## config.mk

```make
export PLATFORM = sky130hd
export DESIGN_NAME = router_addr_cfg_ctrl
export DESIGN_NICKNAME = d
export VERILOG_FILES = /design/src/rtl/router_cfg_pkg.sv /design/src/rtl/cfg_timeout_cnt.sv /design/src/rtl/router_addr_cfg_ctrl.sv
export SDC_FILE = /design/constraint.sdc
export NUM_CORES = 1
export LEC_CHECK = 0
export ABC_CLOCK_PERIOD_IN_PS = 1490
export CELL_PAD_IN_SITES_DETAIL_PLACEMENT = 2
export CELL_PAD_IN_SITES_GLOBAL_PLACEMENT = 2
export CORE_MARGIN = 2
export CORE_UTILIZATION = 30
export DETAILED_ROUTE_END_ITERATION = 10
export PLACE_DENSITY_LB_ADDON = 0.1
export REMOVE_ABC_BUFFERS = 1
export SETUP_SLACK_MARGIN = 0.02
export SKIP_CTS_REPAIR_TIMING = 1
export SLEW_MARGIN = 40
export SYNTH_ARGS = -nofsm -noshare
export SYNTH_HDL_FRONTEND = slang
export SYNTH_HIERARCHICAL = 1
export SYNTH_SLANG_ARGS = --single-unit
```

## constraint.sdc

```tcl
create_clock -name clk -period 1.49 [get_ports clk]
set_input_delay 0.298 -clock clk [delete_from_list [all_inputs] [get_ports clk]]
set_output_delay 0.298 -clock clk [all_outputs]
set_load 0.05 [all_outputs]
```

## src/rtl/router_cfg_pkg.sv

```systemverilog
// Shared types and constants for the router own-address configuration sequencer.
package router_cfg_pkg;

    typedef enum logic [2:0] {
        IDLE     = 3'd0,
        GET_X    = 3'd1,
        GET_Y    = 3'd2,
        GET_CSUM = 3'd3,
        COMMIT   = 3'd4,
        ERR      = 3'd5
    } cfg_state_e;

    localparam logic [7:0] CFG_HDR     = 8'hA5;
    localparam int         CFG_TIMEOUT = 16;

    // Frame checksum: header XOR both coordinate bytes.
    function automatic logic [7:0] cfg_csum(input logic [7:0] x,
                                            input logic [7:0] y,
                                            input logic [7:0] hdr = CFG_HDR);
        return hdr ^ x ^ y;
    endfunction

endpackage

```

## src/rtl/cfg_timeout_cnt.sv

```systemverilog
// Inter-byte idle counter; expired flags the last permitted idle cycle.
module cfg_timeout_cnt #(
    parameter int TIMEOUT = 16
) (
    input  logic clk,
    input  logic rst,
    input  logic clr,
    input  logic inc,
    output logic expired
);
    localparam int CNT_W = (TIMEOUT > 1) ? $clog2(TIMEOUT) : 1;
    localparam logic [CNT_W-1:0] LAST = CNT_W'(TIMEOUT - 1);

    logic [CNT_W-1:0] cnt_r;

    // Count idle cycles, clear takes priority, never wrap past the last value.
    always_ff @(posedge clk) begin
        if (rst) begin
            cnt_r <= {CNT_W{1'b0}};
        end else if (clr) begin
            cnt_r <= {CNT_W{1'b0}};
        end else if (inc && (cnt_r != LAST)) begin
            cnt_r <= cnt_r + {{(CNT_W-1){1'b0}}, 1'b1};
        end else begin
            cnt_r <= cnt_r;
        end
    end

    assign expired = (cnt_r == LAST);

endmodule

```

## src/rtl/router_addr_cfg_ctrl.sv

```systemverilog
// Validates framed config bytes (header, X, Y, checksum) and issues a single
// write pulse to the router's own-address registers.
module router_addr_cfg_ctrl
    import router_cfg_pkg::*;
#(
    parameter int         COORD_W = 4,
    parameter int         TIMEOUT = CFG_TIMEOUT,
    parameter logic [7:0] HDR     = CFG_HDR
) (
    input  logic               clk,
    input  logic               rst,
    input  logic               cfg_valid_i,
    input  logic [7:0]         cfg_data_i,
    output logic               cfg_ready_o,
    output logic               addr_we_o,
    output logic [COORD_W-1:0] addr_x_o,
    output logic [COORD_W-1:0] addr_y_o,
    output logic               cfg_done_o,
    output logic               cfg_err_o,
    output logic [7:0]         cfg_count_o
);
    cfg_state_e state_r;
    logic [7:0] x_r;
    logic [7:0] y_r;
    logic       accept_s;
    logic       in_frame_s;
    logic       expired_s;
    logic       frame_ok_s;

    assign accept_s   = cfg_valid_i && cfg_ready_o;
    assign in_frame_s = (state_r == GET_X) || (state_r == GET_Y) || (state_r == GET_CSUM);
    assign frame_ok_s = (cfg_data_i == cfg_csum(x_r, y_r, HDR))
                        && ((x_r >> COORD_W) == 8'd0)
                        && ((y_r >> COORD_W) == 8'd0);

    cfg_timeout_cnt #(.TIMEOUT(TIMEOUT)) u_timeout (
        .clk     (clk),
        .rst     (rst),
        .clr     (accept_s || !in_frame_s),
        .inc     (in_frame_s && !accept_s),
        .expired (expired_s)
    );

    // Frame FSM; outputs are registered alongside the state they decode.
    always_ff @(posedge clk) begin
        if (rst) begin
            state_r     <= IDLE;
            x_r         <= 8'd0;
            y_r         <= 8'd0;
            cfg_ready_o <= 1'b1;
            addr_we_o   <= 1'b0;
            addr_x_o    <= {COORD_W{1'b0}};
            addr_y_o    <= {COORD_W{1'b0}};
            cfg_done_o  <= 1'b0;
            cfg_err_o   <= 1'b0;
            cfg_count_o <= 8'd0;
        end else begin
            cfg_ready_o <= 1'b1;
            addr_we_o   <= 1'b0;
            addr_x_o    <= {COORD_W{1'b0}};
            addr_y_o    <= {COORD_W{1'b0}};
            cfg_done_o  <= 1'b0;
            cfg_err_o   <= 1'b0;
            case (state_r)
                IDLE: begin
                    if (accept_s && (cfg_data_i == HDR)) begin
                        state_r <= GET_X;
                    end else begin
                        state_r <= IDLE;
                    end
                end
                GET_X, GET_Y: begin
                    if (accept_s) begin
                        if (state_r == GET_X) begin
                            x_r     <= cfg_data_i;
                            state_r <= GET_Y;
                        end else begin
                            y_r     <= cfg_data_i;
                            state_r <= GET_CSUM;
                        end
                    end else if (expired_s) begin
                        state_r     <= ERR;
                        cfg_err_o   <= 1'b1;
                        cfg_ready_o <= 1'b0;
                    end else begin
                        state_r <= state_r;
                    end
                end
                GET_CSUM: begin
                    if (accept_s && frame_ok_s) begin
                        state_r     <= COMMIT;
                        addr_we_o   <= 1'b1;
                        addr_x_o    <= x_r[COORD_W-1:0];
                        addr_y_o    <= y_r[COORD_W-1:0];
                        cfg_done_o  <= 1'b1;
                        cfg_ready_o <= 1'b0;
                    end else if (accept_s || expired_s) begin
                        state_r     <= ERR;
                        cfg_err_o   <= 1'b1;
                        cfg_ready_o <= 1'b0;
                    end else begin
                        state_r <= GET_CSUM;
                    end
                end
                COMMIT: begin
                    state_r <= IDLE;
                    if (cfg_count_o != 8'hFF) begin
                        cfg_count_o <= cfg_count_o + 8'd1;
                    end else begin
                        cfg_count_o <= cfg_count_o;
                    end
                end
                ERR: begin
                    state_r <= IDLE;
                end
                default: begin
                    state_r <= IDLE;
                end
            endcase
        end
    end

endmodule

```

**Word-level counts from Yosys, hierarchy flattened**

Index checks and enable logic that the tools add are counted.

- Input port bits: 11
- Output and inout bits: 20
- Logic and storage cells: 68
- Flip-flop bits (word level): 42

- $add $sub $neg: 2
- Multiplexer cells: 18
- Reductions and logical operators: 23
- Eq/ne operators: 10
- Bitwise logic cells: 5

Operators with widths:

| kind | count |
|---|---|
| logical NOT 8 bit | 2 |
| 2-to-1 mux 3 bit | 4 |
| 2-to-1 mux 1 bit | 11 |
| one-hot mux 3 bit (3 select lines) | 1 |
| adder 8 x 1 -> 8 bit (second input constant) | 1 |
| == test 8 bit | 1 |
| == test 8 bit (second input constant) | 1 |
| inequality test 8 bit (second input constant) | 1 |
| bitwise XOR 8 bit | 1 |
| logical AND 1 bit | 7 |
| == test 3 x 2 -> 1 bit (second input constant) | 2 |
| AND reduction 3 bit | 2 |
| OR reduction 2 bit | 3 |
| adder 4 x 1 -> 4 bit (second input constant) | 1 |
| == test 4 bit (second input constant) | 1 |
| logical OR 1 bit | 4 |
| inequality test 4 bit (second input constant) | 1 |
| NOT 4 bit | 1 |
| one-hot mux 1 bit (2 select lines) | 2 |
| == test 3 x 1 -> 1 bit (second input constant) | 1 |
| == test 3 bit (second input constant) | 1 |
| logical NOT 3 bit | 1 |
| inequality test 3 bit (second input constant) | 1 |
| NOT 1 bit | 3 |
| 3 further kinds | 4 |

**Depth between registers and ports, before layout**

Gate-level depths: netlist of run 1.

- Word-level depth: 8
- Depth in mapped cells: 7
- Depth with buffers taken out: 7

**Hierarchy**

Netlist of run 1, hierarchy kept.

Modules (own cells, without submodules):

| module | instances | cells an instance | area each (um^2) | seq. area each (um^2) |
|---|---|---|---|---|
| router_addr_cfg_ctrl | 1 | 160 | 1,685.4 | 760.7 |
| cfg_timeout_cnt | 1 | 22 | 211.5 | 80.1 |

**Worst setup path before layout of run 1**

OpenSTA, ideal clock, no wires.

- Path kind: register to register
- Start point: register cfg_ready_o
- End point: register state_r[0]
- Clock period less this slack: 1.934 ns
- Stages on the path, launching flop included: 6
- Path buffers: 0
- Slack: -0.444 ns
- Required time: 1.355 ns
- Library setup time: 0.135 ns
- Data arrival time: 1.799 ns
- Cells stage by stage: dfxtp_1 > nand2_2 > nor4b_2 > nand4_1 > nor4b_1 > a21boi_0

- Word-level cells in the longest chain between the ends: 4
- Elaborated cells between the ends (all ways): 8
- Classes of those cells: 1 x eq/ne; 4 x mux; 3 x reduce/logical

Ends and longest elaborated chain:

| element | RTL line | RTL |
|---|---|---|
| start, declared | router_addr_cfg_ctrl.sv:14 | `output logic cfg_ready_o,` |
| start signal, assigned | router_addr_cfg_ctrl.sv:50 | `cfg_ready_o <= 1'b1;` |
| start signal, assigned | router_addr_cfg_ctrl.sv:58 | `cfg_ready_o <= 1'b1;` |
| start signal, assigned | router_addr_cfg_ctrl.sv:84 | `cfg_ready_o <= 1'b0;` |
| logical AND 1 bit * | router_addr_cfg_ctrl.sv:30 | `assign accept_s = cfg_valid_i && cfg_ready_o;` |
| logical AND 1 bit (on tied branches) | router_addr_cfg_ctrl.sv:90, router_addr_cfg_ctrl.sv:66 |  |
| 2-to-1 mux 3 bit or 2-to-1 mux 1 bit (tied branches) | router_addr_cfg_ctrl.sv:90, router_addr_cfg_ctrl.sv:66 |  |
| one-hot mux 3 bit (3 select lines) | router_addr_cfg_ctrl.sv:64 | `case (state_r)` |
| end signal, assigned | router_addr_cfg_ctrl.sv:86 | `state_r <= state_r;` |
| end, declared | router_addr_cfg_ctrl.sv:22 | `cfg_state_e state_r;` |

Every way passes the cells marked *; elsewhere a longest branch is shown, timed or not.
A chain may end at the register's enable or synchronous reset.

**Final worst setup path of run 1**

- Start point: input cfg_data_i[5]
- End point: register addr_y_o[3]

- Word-level cells in the longest chain between the ends: 6

Ends and longest elaborated chain:

| element | RTL line | RTL |
|---|---|---|
| start, declared | router_addr_cfg_ctrl.sv:13 | `input logic [7:0] cfg_data_i,` |
| == test 8 bit | router_addr_cfg_ctrl.sv:32 | `assign frame_ok_s = (cfg_data_i == cfg_csum(x_r, y_r, HDR))` |
| logical AND 1 bit | router_addr_cfg_ctrl.sv:33 | `&& ((x_r >> COORD_W) == 8'd0)` |
| logical AND 1 bit | router_addr_cfg_ctrl.sv:34 | `&& ((y_r >> COORD_W) == 8'd0);` |
| logical AND 1 bit | router_addr_cfg_ctrl.sv:90 | `if (accept_s && frame_ok_s) begin` |
| NOT 1 bit (no source line) | -- |  |
| OR reduction 3 bit (no source line) | -- |  |
| end signal, assigned | router_addr_cfg_ctrl.sv:53 | `addr_y_o <= {COORD_W{1'b0}};` |
| end signal, assigned | router_addr_cfg_ctrl.sv:61 | `addr_y_o <= {COORD_W{1'b0}};` |
| end signal, assigned | router_addr_cfg_ctrl.sv:94 | `addr_y_o <= y_r[COORD_W-1:0];` |
| end, declared | router_addr_cfg_ctrl.sv:17 | `output logic [COORD_W-1:0] addr_y_o,` |

No other way between the ends.

==> impl_metrics.tcl, run 1 <==
set metrics [dict create \
    outcome "finished, violations left" \
    violations "negative setup slack" \
    seqCellArea_um2 857 \
    p_comb_share_pct 6.9 \
    synth_edf_count 0 \
    grt_pass1_vias 1763 \
    gp_congestion 0.790 \
    gr-total-overflow 0 \
    routed_wl_um 5930 \
    first_pass_iters 4 \
    ys_ff_latch 42 \
    setup_ws_ps -169 \
    cp_slowest_stage_delay_ps 510 \
    cap_viol_max_count 0 \
    netlist_area_um2 1900 \
    fin_crit_sh_pct 111 \
    seq_area_frac_synth_pct 44.3 \
    clock-root-buffer "clkbuf_8" \
    ys_types 44 \
    fin_crit_ps 1660 \
    first_iter_violations 29 \
    antennaDiodeCount 0 \
    grt_usage_pct 16.3 \
    num_rows 28 \
    finalHoldViolations 0 \
    cts_sinks 42 \
    core_um2 6030 \
    cts_tree "done" \
    drive_gt1_share_pct 45.0 \
    place_ws_ps -665 \
    max_freq_mhz 603 \
    holdPathStages 4 \
    insertion_delay_ps 310 \
    port_buffers 30 \
    intPower_mw 1.53 \
    grt_pass1_wl_um 9020 \
    power.density_nw_per_um2 659 \
    path_class "input pin to register" \
    end_kind "register" \
    detail_route.wl_per_cell_um 17.7 \
    crit_path_max_fanout 9 \
    arrival_ps 1910 \
    nets 272 \
    ant_nets 0 \
    dp_hpwl_um 4140 \
    fp.dieH_um 83.5 \
    drv_slew 0 \
    via_count 1617 \
    p_clk_share_pct 38.3 \
    worst_pin_slew_ps 355 \
    clockBufferDepth 2 \
    fp.dieW_um 83.5 \
    synth_flop_cell "dfxtp_1" \
    synth_cells 182 \
    io_pins 31 \
    relSlewSlack_pct 76.3 \
    crit_chain "clkdlybuf4s50_1 -> nor4b_4 -> nand4_1 -> buf_4 -> nor4_4 -> buf_6 -> and2_1" \
    switching_power_uw 513 \
    rsz0062_at_grt "yes" \
    skew_ps 9.43 \
    multiInputGateArea_um2 1130 \
    die-area_um2 6970 \
    drc_errors 0 \
    leakagePower_nw 1.24 \
    critPathLaunchType "input pin" \
    yosysWarningCount 6 \
    design_area_um2 3100 \
    worstRegToRegCells 7 \
    antenna_found_initial 0 \
    num-fill-cells 614 \
    timing.critical_path.slowest_stage_cell "clkdlybuf4s50_1" \
    synthArstFlopShare_pct 0 \
    finalSetupViolations 20 \
    hold_class "input pin to register" \
    cts_buffers 5 \
    cp.required_ps 1740 \
    syn_area_per_cell_um2 10.4 \
    initial_utilization_pct 31.5 \
    ir_drop_mv 0.358 \
    seq_power_share_pct 54.7 \
    cts_max_level 2 \
    swShare_pct 25.1 \
    areaGrowthSynthToFinish_pct 63.3 \
    vias_per_cell 4.83 \
    grt_max_degree 27 \
    hold-worst-slack_ps 443 \
    dpl_cell_area_um2 2730 \
    path_clk_slew_ps 90 \
    utilization_pct 51.4 \
]
==> final cells by class <==
class / instances / share of cell area (%)
clock buffers: 5 / 2.22
inverters: 5 / 0.768
repair buffers: 75 / 28.8
multi-input cells: 130 / 36.6
clock inverters: 3 / 0.808
flip-flops and latches: 42 / 27.7
well taps: 75 / 3.03
==> cell usage after synthesis (all sizes together) (4+ instances only) <==
| cell type | number | area (um2) |
|---|---|---|
| nor4b | 4 | 41.3 |
| o21ai | 5 | 28.8 |
| xnor2 | 8 | 70.1 |
| xor2 | 7 | 61.3 |
| nor3 | 4 | 36.3 |
| dfxtp | 42 | 841 |
| mux2i | 18 | 180 |
| nand2 | 5 | 21.3 |
| and2 | 9 | 56.3 |
| inv | 5 | 18.8 |
| nand4 | 5 | 31.3 |
| nor2 | 31 | 116 |
| nand3 | 6 | 40.0 |
==> sequential cells by signal, indices dropped and copies added (netlist names) <==
register and cells:
cfg_err_o 1, addr_y_o 4, cfg_ready_o 1, cfg_count_o 8
y_r 8, cfg_done_o 1, state_r 3, u_timeout/cnt_r 4
addr_x_o 4, x_r 8
==> path summary, 6_finish.rpt <==
check / start / endpoint / slack, ps
max: cfg_data_i[5] / addr_y_o[3] / -170
min: cfg_data_i[1] / y_r[1] / 440
max reg2reg: cfg_ready_o / addr_y_o[3] / -160
min reg2reg: u_timeout/cnt_r[1] / u_timeout/cnt_r[1] / 500
==> worst max-delay path, delay by kind of cell <==
kind,cells,cell delay (ps)
buffers and inverters,3,860
AND/OR/NAND/NOR,4,760
==> cells by family after synthesis <==
family / synth area share, %
AO/OA/AOI/OAI: 8.71
XOR/XNOR: 9.30
adder cells (fa/ha/maj): 1.32
buffers and inverters: 3.30
flip-flops: 44.3
multiplexers: 9.50
AND/OR/NAND/NOR: 23.5
==> metal layers <==
layer	track usage, %	vias to the layer above	part of all wire (%)	wire length (um)
li1	-	788	-	-
met4	4.99	0	1.6	93
met3	3.46	8	2.4	143
met1	18.4	797	41	2440
met5	0	-	0	0
met2	30.4	24	55	3250
==> through the flow <==
stage | cells | power [mW] | setup TNS, ps
finish | 335 | 2.04 | -1740
global route | 335 | 2.13 | -3920
CTS | 328 | 2.05 | -4550
detailed placement | 320 | 1.28 | -14530
global placement | 320 | 1.27 | -11970
floorplan | 177 | 1.18 | -10610
==> power groups by stage <==
stage                     Combinational [mW]  Sequential, mW  Clock (mW)
after floorplan                       0.0357            1.15           0
after global placement                 0.123            1.15           0
after detailed placement               0.126            1.15           0
after CTS                              0.127            1.12       0.804
after global routing                   0.153            1.12       0.858
final                                  0.141            1.12       0.783
==> cells in the final DEF (no fill, tap or decap), drive strengths merged, types with 3 or more instances in the layout <==
cell and count:
nand2b 3, xor2 7, nor2 31, buf 65, nand2 5, nor3 4, a21oi 3, mux2i 18
o21ai 5, inv 6, and2 9, clkdlybuf4s50 3, dlymetal6s2s 7, clkbuf 5, nand3 6, xnor2 8
dfxtp 42, nor4b 4, nand4 5
(Power assumes the default switching activity.)
==> inputs of run 2 (changes only) <==
--- a/config.mk
+++ b/config.mk
@@ -6,12 +6,10 @@
 export NUM_CORES = 1
 export LEC_CHECK = 0
 export ABC_CLOCK_PERIOD_IN_PS = 1490
-export CELL_PAD_IN_SITES_DETAIL_PLACEMENT = 2
-export CELL_PAD_IN_SITES_GLOBAL_PLACEMENT = 2
 export CORE_MARGIN = 2
-export CORE_UTILIZATION = 30
+export CORE_UTILIZATION = 47
 export DETAILED_ROUTE_END_ITERATION = 10
-export PLACE_DENSITY_LB_ADDON = 0.1
+export PLACE_DENSITY = 0.74
 export REMOVE_ABC_BUFFERS = 1
 export SETUP_SLACK_MARGIN = 0.02
 export SKIP_CTS_REPAIR_TIMING = 1
==> run 2 against run 1 <==
Via count is 0.62% lower. Design area fell by 3.8%. The run still ends with negative setup slack left. First-iteration DRC count rose to 3.0 times the previous value.
==> impl_metrics.tcl, run 2 (synthesized netlist as in run 1, its figures left out) <==
set metrics [dict create \
    outcome "finished, violations left" \
    violations "negative setup slack" \
    grtUsageMet1_pct 21.6 \
    first_iter_violations 88 \
    fp.dieH_um 67.5 \
    met3_usage_pct 5.17 \
    place_inst 293 \
    place_ws_ps -575 \
    setup_ws_ps -141 \
    first_pass_iters 4 \
    end_kind "register" \
    routed_wl_um 4400 \
    cts_sinks 42 \
    layout_common_cells "36 x buf_4, 35 x dfxtp_1, 31 x nor2_1, 21 x buf_12, 18 x mux2i_1" \
    skew_ps 3.66 \
    arrival_ps 1870 \
    grt_use_met2_pct 33.6 \
    stdcell_count 306 \
    vias_per_cell 5.25 \
    hold_class "input pin to register" \
    io_pins 31 \
    clock-root-buffer "clkbuf_8" \
    nets 270 \
    cap_viol_max_count 0 \
    drive_gt1_share_pct 41.8 \
    startpoint "x_r[2]" \
    gp_congestion 0.846 \
    cts_tree "done" \
    multiInputGateArea_um2 1080 \
    grt_max_degree 27 \
    drv_slew 0 \
    leakagePower_nw 1.23 \
    initial_utilization_pct 48.1 \
    rsz0062_at_grt "yes" \
    r2r_slack_ps -140 \
    num_rows 23 \
    grt_pass1_wl_um 6420 \
    antennaDiodeCount 0 \
    areaGrowthSynthToFinish_pct 57.0 \
    final_common_cell "buf_4" \
    dp_hpwl_um 2940 \
    fp.dieW_um 67.5 \
    via_count 1607 \
    grt_usage_pct 19.0 \
    die-area_um2 4560 \
    cp.required_ps 1730 \
    min-delay-start "cfg_data_i[2]" \
    relSlewSlack_pct 77.0 \
    fin_crit_sh_pct 109 \
    clockBufferDepth 2 \
    drc_errors 0 \
    finalHoldViolations 0 \
    antenna_found_initial 0 \
    largestRegisters "cfg_count_o (8), x_r (8), y_r (8)" \
    power.density_nw_per_um2 658 \
    core_um2 3940 \
    detail_route.wl_per_cell_um 14.4 \
    ant_nets 0 \
    cts_buffers 5 \
    cts_max_level 2 \
    reg2reg_from "x_r[2]" \
    crit_path_max_fanout 5 \
    seqCellArea_um2 852 \
    worstRegToRegCells 6 \
    crit_end "addr_y_o[0]" \
    max_freq_mhz 613 \
    finalSetupViolations 16 \
    grt_pass1_vias 1440 \
    path_class "register to register" \
    gr-total-overflow 0 \
    path_clk_slew_ps 70 \
    port_buffers 30 \
    critPathLaunchType "register" \
    rr_endpoint "addr_y_o[0]" \
    ir_drop_mv 0.571 \
    insertion_delay_ps 290 \
    num-fill-cells 240 \
    grt_busiest_layer "met2" \
    worst_pin_slew_ps 345 \
    fin_crit_ps 1630 \
]
==> run 2: final cells by class <==
type                    count  share of cell area (%)
clock buffers               6                    2.77
inverters                   5                   0.798
multi-input cells         130                    36.3
flip-flops and latches     42                    28.6
well taps                  50                    2.10
repair buffers             73                    29.4
==> run 2: worst min path at each step <==
stage          slack [ps]            endpoint  cells past startpoint
2_1_floorplan         370      cfg_count_o[0]                      1
3_3_place_gp          470              x_r[5]                      2
3_5_place_dp          490  u_timeout/cnt_r[1]                      2
4_1_cts               500  u_timeout/cnt_r[1]                      2
5_1_grt               430              y_r[1]                      4
6_report              420              y_r[2]                      4
==> run 2: worst max-delay path: stages, from the launching register on <==
cell,delay [ps]
dfxtp_2,330
xnor3_1,410
nor2_1,120
nand4_1,140
nor4_4,270
buf_4,180
and2_4,130
==> run 2: metrics by stage <==
step	area [um2]	power, mW	hold slack, ps	util [%]	TNS, ps
global placement	2700	1.27	474	68.5	-11290
floorplan	1850	1.18	370	-	-10610
global route	2980	2.04	434	75.5	-3000
detailed placement	2700	1.27	488	68.5	-12140
CTS	2780	1.97	498	70.5	-3080
finish	2980	1.96	422	75.5	-1350
==> run 2: layer usage <==
metal	up-vias	wire length, um	part of all wire, %
li1	785	-	-
met1	780	1760	40
met2	36	2400	55
met3	6	182	4.1
met4	0	56	1.3
met5	-	0	0
==> run 2: power by group <==
group	total, mW	internal (mW)	switching [mW]
Sequential	1.12	1.12	0.000696
Clock	0.711	0.357	0.354
Combinational	0.128	0.0675	0.0601
==> inputs of run 3 (changes only) <==
--- a/config.mk
+++ b/config.mk
@@ -9,12 +9,11 @@
 export CORE_MARGIN = 2
 export CORE_UTILIZATION = 47
 export DETAILED_ROUTE_END_ITERATION = 10
-export PLACE_DENSITY = 0.74
+export PLACE_DENSITY = 0.75
 export REMOVE_ABC_BUFFERS = 1
 export SETUP_SLACK_MARGIN = 0.02
 export SKIP_CTS_REPAIR_TIMING = 1
 export SLEW_MARGIN = 40
 export SYNTH_ARGS = -nofsm -noshare
 export SYNTH_HDL_FRONTEND = slang
-export SYNTH_HIERARCHICAL = 1
 export SYNTH_SLANG_ARGS = --single-unit
==> run 3 against run 2 <==
The run still ends with negative setup slack left. Core utilization up 1.4 points. Design area is 4.0% lower. Clock skew is 1.5 ps lower. Critical endpoint is now addr_x_o[3]. Maximum frequency is 4.4% higher. Non-clock buffer count is 2 lower. Worst hold slack got worse by 120 ps. Via count up 3.4%. Die area decreased by 2.8%. Routed wire length is 2.0% higher. Flip-flop and latch count unchanged. First-iteration DRC count fell by 32%.
==> impl_metrics.tcl, run 3 <==
set metrics [dict create \
    antenna_found_initial 0 \
    timing.critical_path.slowest_stage_cell "xnor3_2" \
    drive_gt1_share_pct 36.4 \
    synth_compound_area_share_pct 11.2 \
    synth_cells 187 \
    final_common_cell "buf_4" \
    critPathLaunchType "register" \
    synth_top_area_share_pct 45.7 \
    leakagePower_nw 1.15 \
    finalHoldViolations 0 \
    synth_flop_cell "dfxtp_1" \
    synth_top_family_by_area "simple AND/OR/NAND/NOR gates" \
    max_freq_mhz 640 \
    largestRegisters "cfg_count_o (8), x_r (8), y_r (8)" \
    clockBufferDepth 2 \
    synth_most_common_cell "dfxtp_1" \
    gp_congestion 0.816 \
    end_kind "register" \
    min-delay-start "cfg_data_i[6]" \
    grt_usage_pct 21.6 \
    synth-xor-area-share_pct 10.4 \
    synth_common_cells "42 x dfxtp_1, 25 x nor2_1, 14 x nand2_1" \
    relSlewSlack_pct 75.2 \
    violations "negative setup slack" \
    startpoint "x_r[3]" \
    synth_fa_ha_area_share_pct 1.90 \
    ir_drop_mv 0.640 \
    antennaDiodeCount 0 \
    port_buffers 30 \
    finalSetupTns_ps -408 \
    stdcell_count 306 \
    num-fill-cells 231 \
    nets 270 \
    finalSetupViolations 9 \
    cts_buffers 5 \
    syn_area_per_cell_um2 9.84 \
    power_mw 2.01 \
    io_pins 31 \
    path_buf_inv 1 \
    path_clk_slew_ps 80 \
    ys_types 42 \
    netlist_area_um2 1840 \
    seqCellArea_um2 850 \
    fin_crit_sh_pct 105 \
    crit_chain "xnor3_2 -> nand4_4 -> nor4_4 -> buf_2 -> and2_1" \
    place_inst 296 \
    cts_max_level 2 \
    hold_class "input pin to register" \
    outcome "finished, violations left" \
    synth.largest_area_cell "dfxtp_1" \
    utilization_pct 76.9 \
    skew_ps 2.16 \
    worst_pin_slew_ps 371 \
    path_class "register to register" \
    holdPathStages 3 \
    detail_route.wl_per_cell_um 14.7 \
    synthArstFlopShare_pct 0 \
    multiInputGateArea_um2 1010 \
    num_rows 22 \
    synth_area_leaders "dfxtp_1 46%, mux2i_1 5.4%, nor2_1 5.1%, xor2_1 3.8%, and2_1 3.1%" \
    cts_sinks 42 \
    cp_slowest_stage_delay_ps 410 \
    layout_common_cells "37 x buf_4, 35 x dfxtp_1, 25 x nor2_1, 21 x buf_12, 14 x nand2_1" \
    cp.required_ps 1740 \
    core_um2 3720 \
    initial_utilization_pct 49.5 \
    fp.dieH_um 66.6 \
    yosysWarningCount 0 \
    fin_crit_ps 1560 \
    worstRegToRegCells 5 \
    hold_end "x_r[6]" \
    gr-total-overflow 0 \
    grt_pass1_vias 1671 \
    insertion_delay_ps 300 \
    ys_ff_latch 42 \
    first_iter_violations 60 \
    rr_endpoint "addr_x_o[3]" \
    grt_pass1_wl_um 7180 \
    drc_errors 0 \
    vias_per_cell 5.43 \
    via_count 1661 \
    dp_hpwl_um 3120 \
    arrival_ps 1810 \
    ant_nets 0 \
    crit_family "simple AND/OR/NAND/NOR gates" \
    synth_edf_count 0 \
    routed_wl_um 4480 \
    fp.dieW_um 66.6 \
    cts_tree "done" \
    crit_path_max_fanout 4 \
    r2r_slack_ps -70 \
    drv_slew 0 \
    grt_max_degree 25 \
    cap_viol_max_count 0 \
    power.density_nw_per_um2 704 \
    areaGrowthSynthToFinish_pct 55.3 \
    seq_area_frac_synth_pct 45.7 \
    die-area_um2 4430 \
    synth.area.mux_share_pct 5.44 \
    clock-root-buffer "clkbuf_8" \
    rsz0062_at_grt "yes" \
    synth_simple_gate_area_share_pct 23.1 \
    first_pass_iters 4 \
    reg2reg_from "x_r[3]" \
    setup_ws_ps -72.5 \
]
## run 3: cell count changes after synthesis, sizes merged, moves of 5 or more
cell | before | now
a21oi | 3 | 11
xnor2 | 8 | 3
nor2 | 31 | 25
o21ai | 5 | 11
mux2i | 18 | 10
nand2 | 5 | 14
## run 3: worst max-delay path by stage
| stage | endpoint | cells past startpoint |
|---|---|---|
| 5_1_grt | addr_y_o[2] | 5 |
| 4_1_cts | addr_y_o[0] | 6 |
| 3_3_place_gp | state_r[0] | 6 |
| 6_report | addr_x_o[3] | 5 |
| 2_1_floorplan | cfg_count_o[1] | 5 |
| 3_5_place_dp | addr_y_o[0] | 6 |
## run 3: cell families (layout without fill, tap and decap cells)
logic type	after synthesis	count (layout)
multiplexers	10	10
XOR/XNOR	15	15
buffers and inverters	9	80
AND/OR/NAND/NOR	74	74
flip-flops	42	42
adder cells (fa/ha/maj)	3	3
AO/OA/AOI/OAI	34	34
## run 3: metal layers
| layer | up-vias | wire length (um) | global-route usage [%] |
|---|---|---|---|
| met5 | - | 0 | 0 |
| met4 | 0 | 70 | 9.69 |
| met3 | 8 | 197 | 5.91 |
| met2 | 49 | 2330 | 37.4 |
| met1 | 802 | 1890 | 24.7 |
| li1 | 802 | - | - |
## run 3: power breakdown
part	switching, mW	internal [mW]
Sequential	0.000526	1.12
Combinational	0.0568	0.0625
Clock	0.399	0.372
## run 3: worst reg2reg max path, delay by kind of cell, from the launching register on
family / cells / cell delay [ps]
and+or+nand+nor: 3 / 570
xor gates and xnor gates: 1 / 410
DFF: 1 / 330
buffers and inverters: 1 / 200
## run 3: area by class of cell
class,count,share of cell area [%]
well taps,48,2.10
repair buffers,71,29.2
clock buffers,6,2.89
inverters,1,0.131
flip-flops and latches,42,29.7
multi-input cells,136,35.5
clock inverters,2,0.438
## run 3: stage by stage
step	instance area [um2]	setup WS [ps]	hold slack (ps)
floorplan	1800	-337	367
global route	2860	-139	312
detailed placement	2670	-410	478
finish	2860	-72.5	304
global placement	2670	-369	465
CTS	2760	-97.9	492
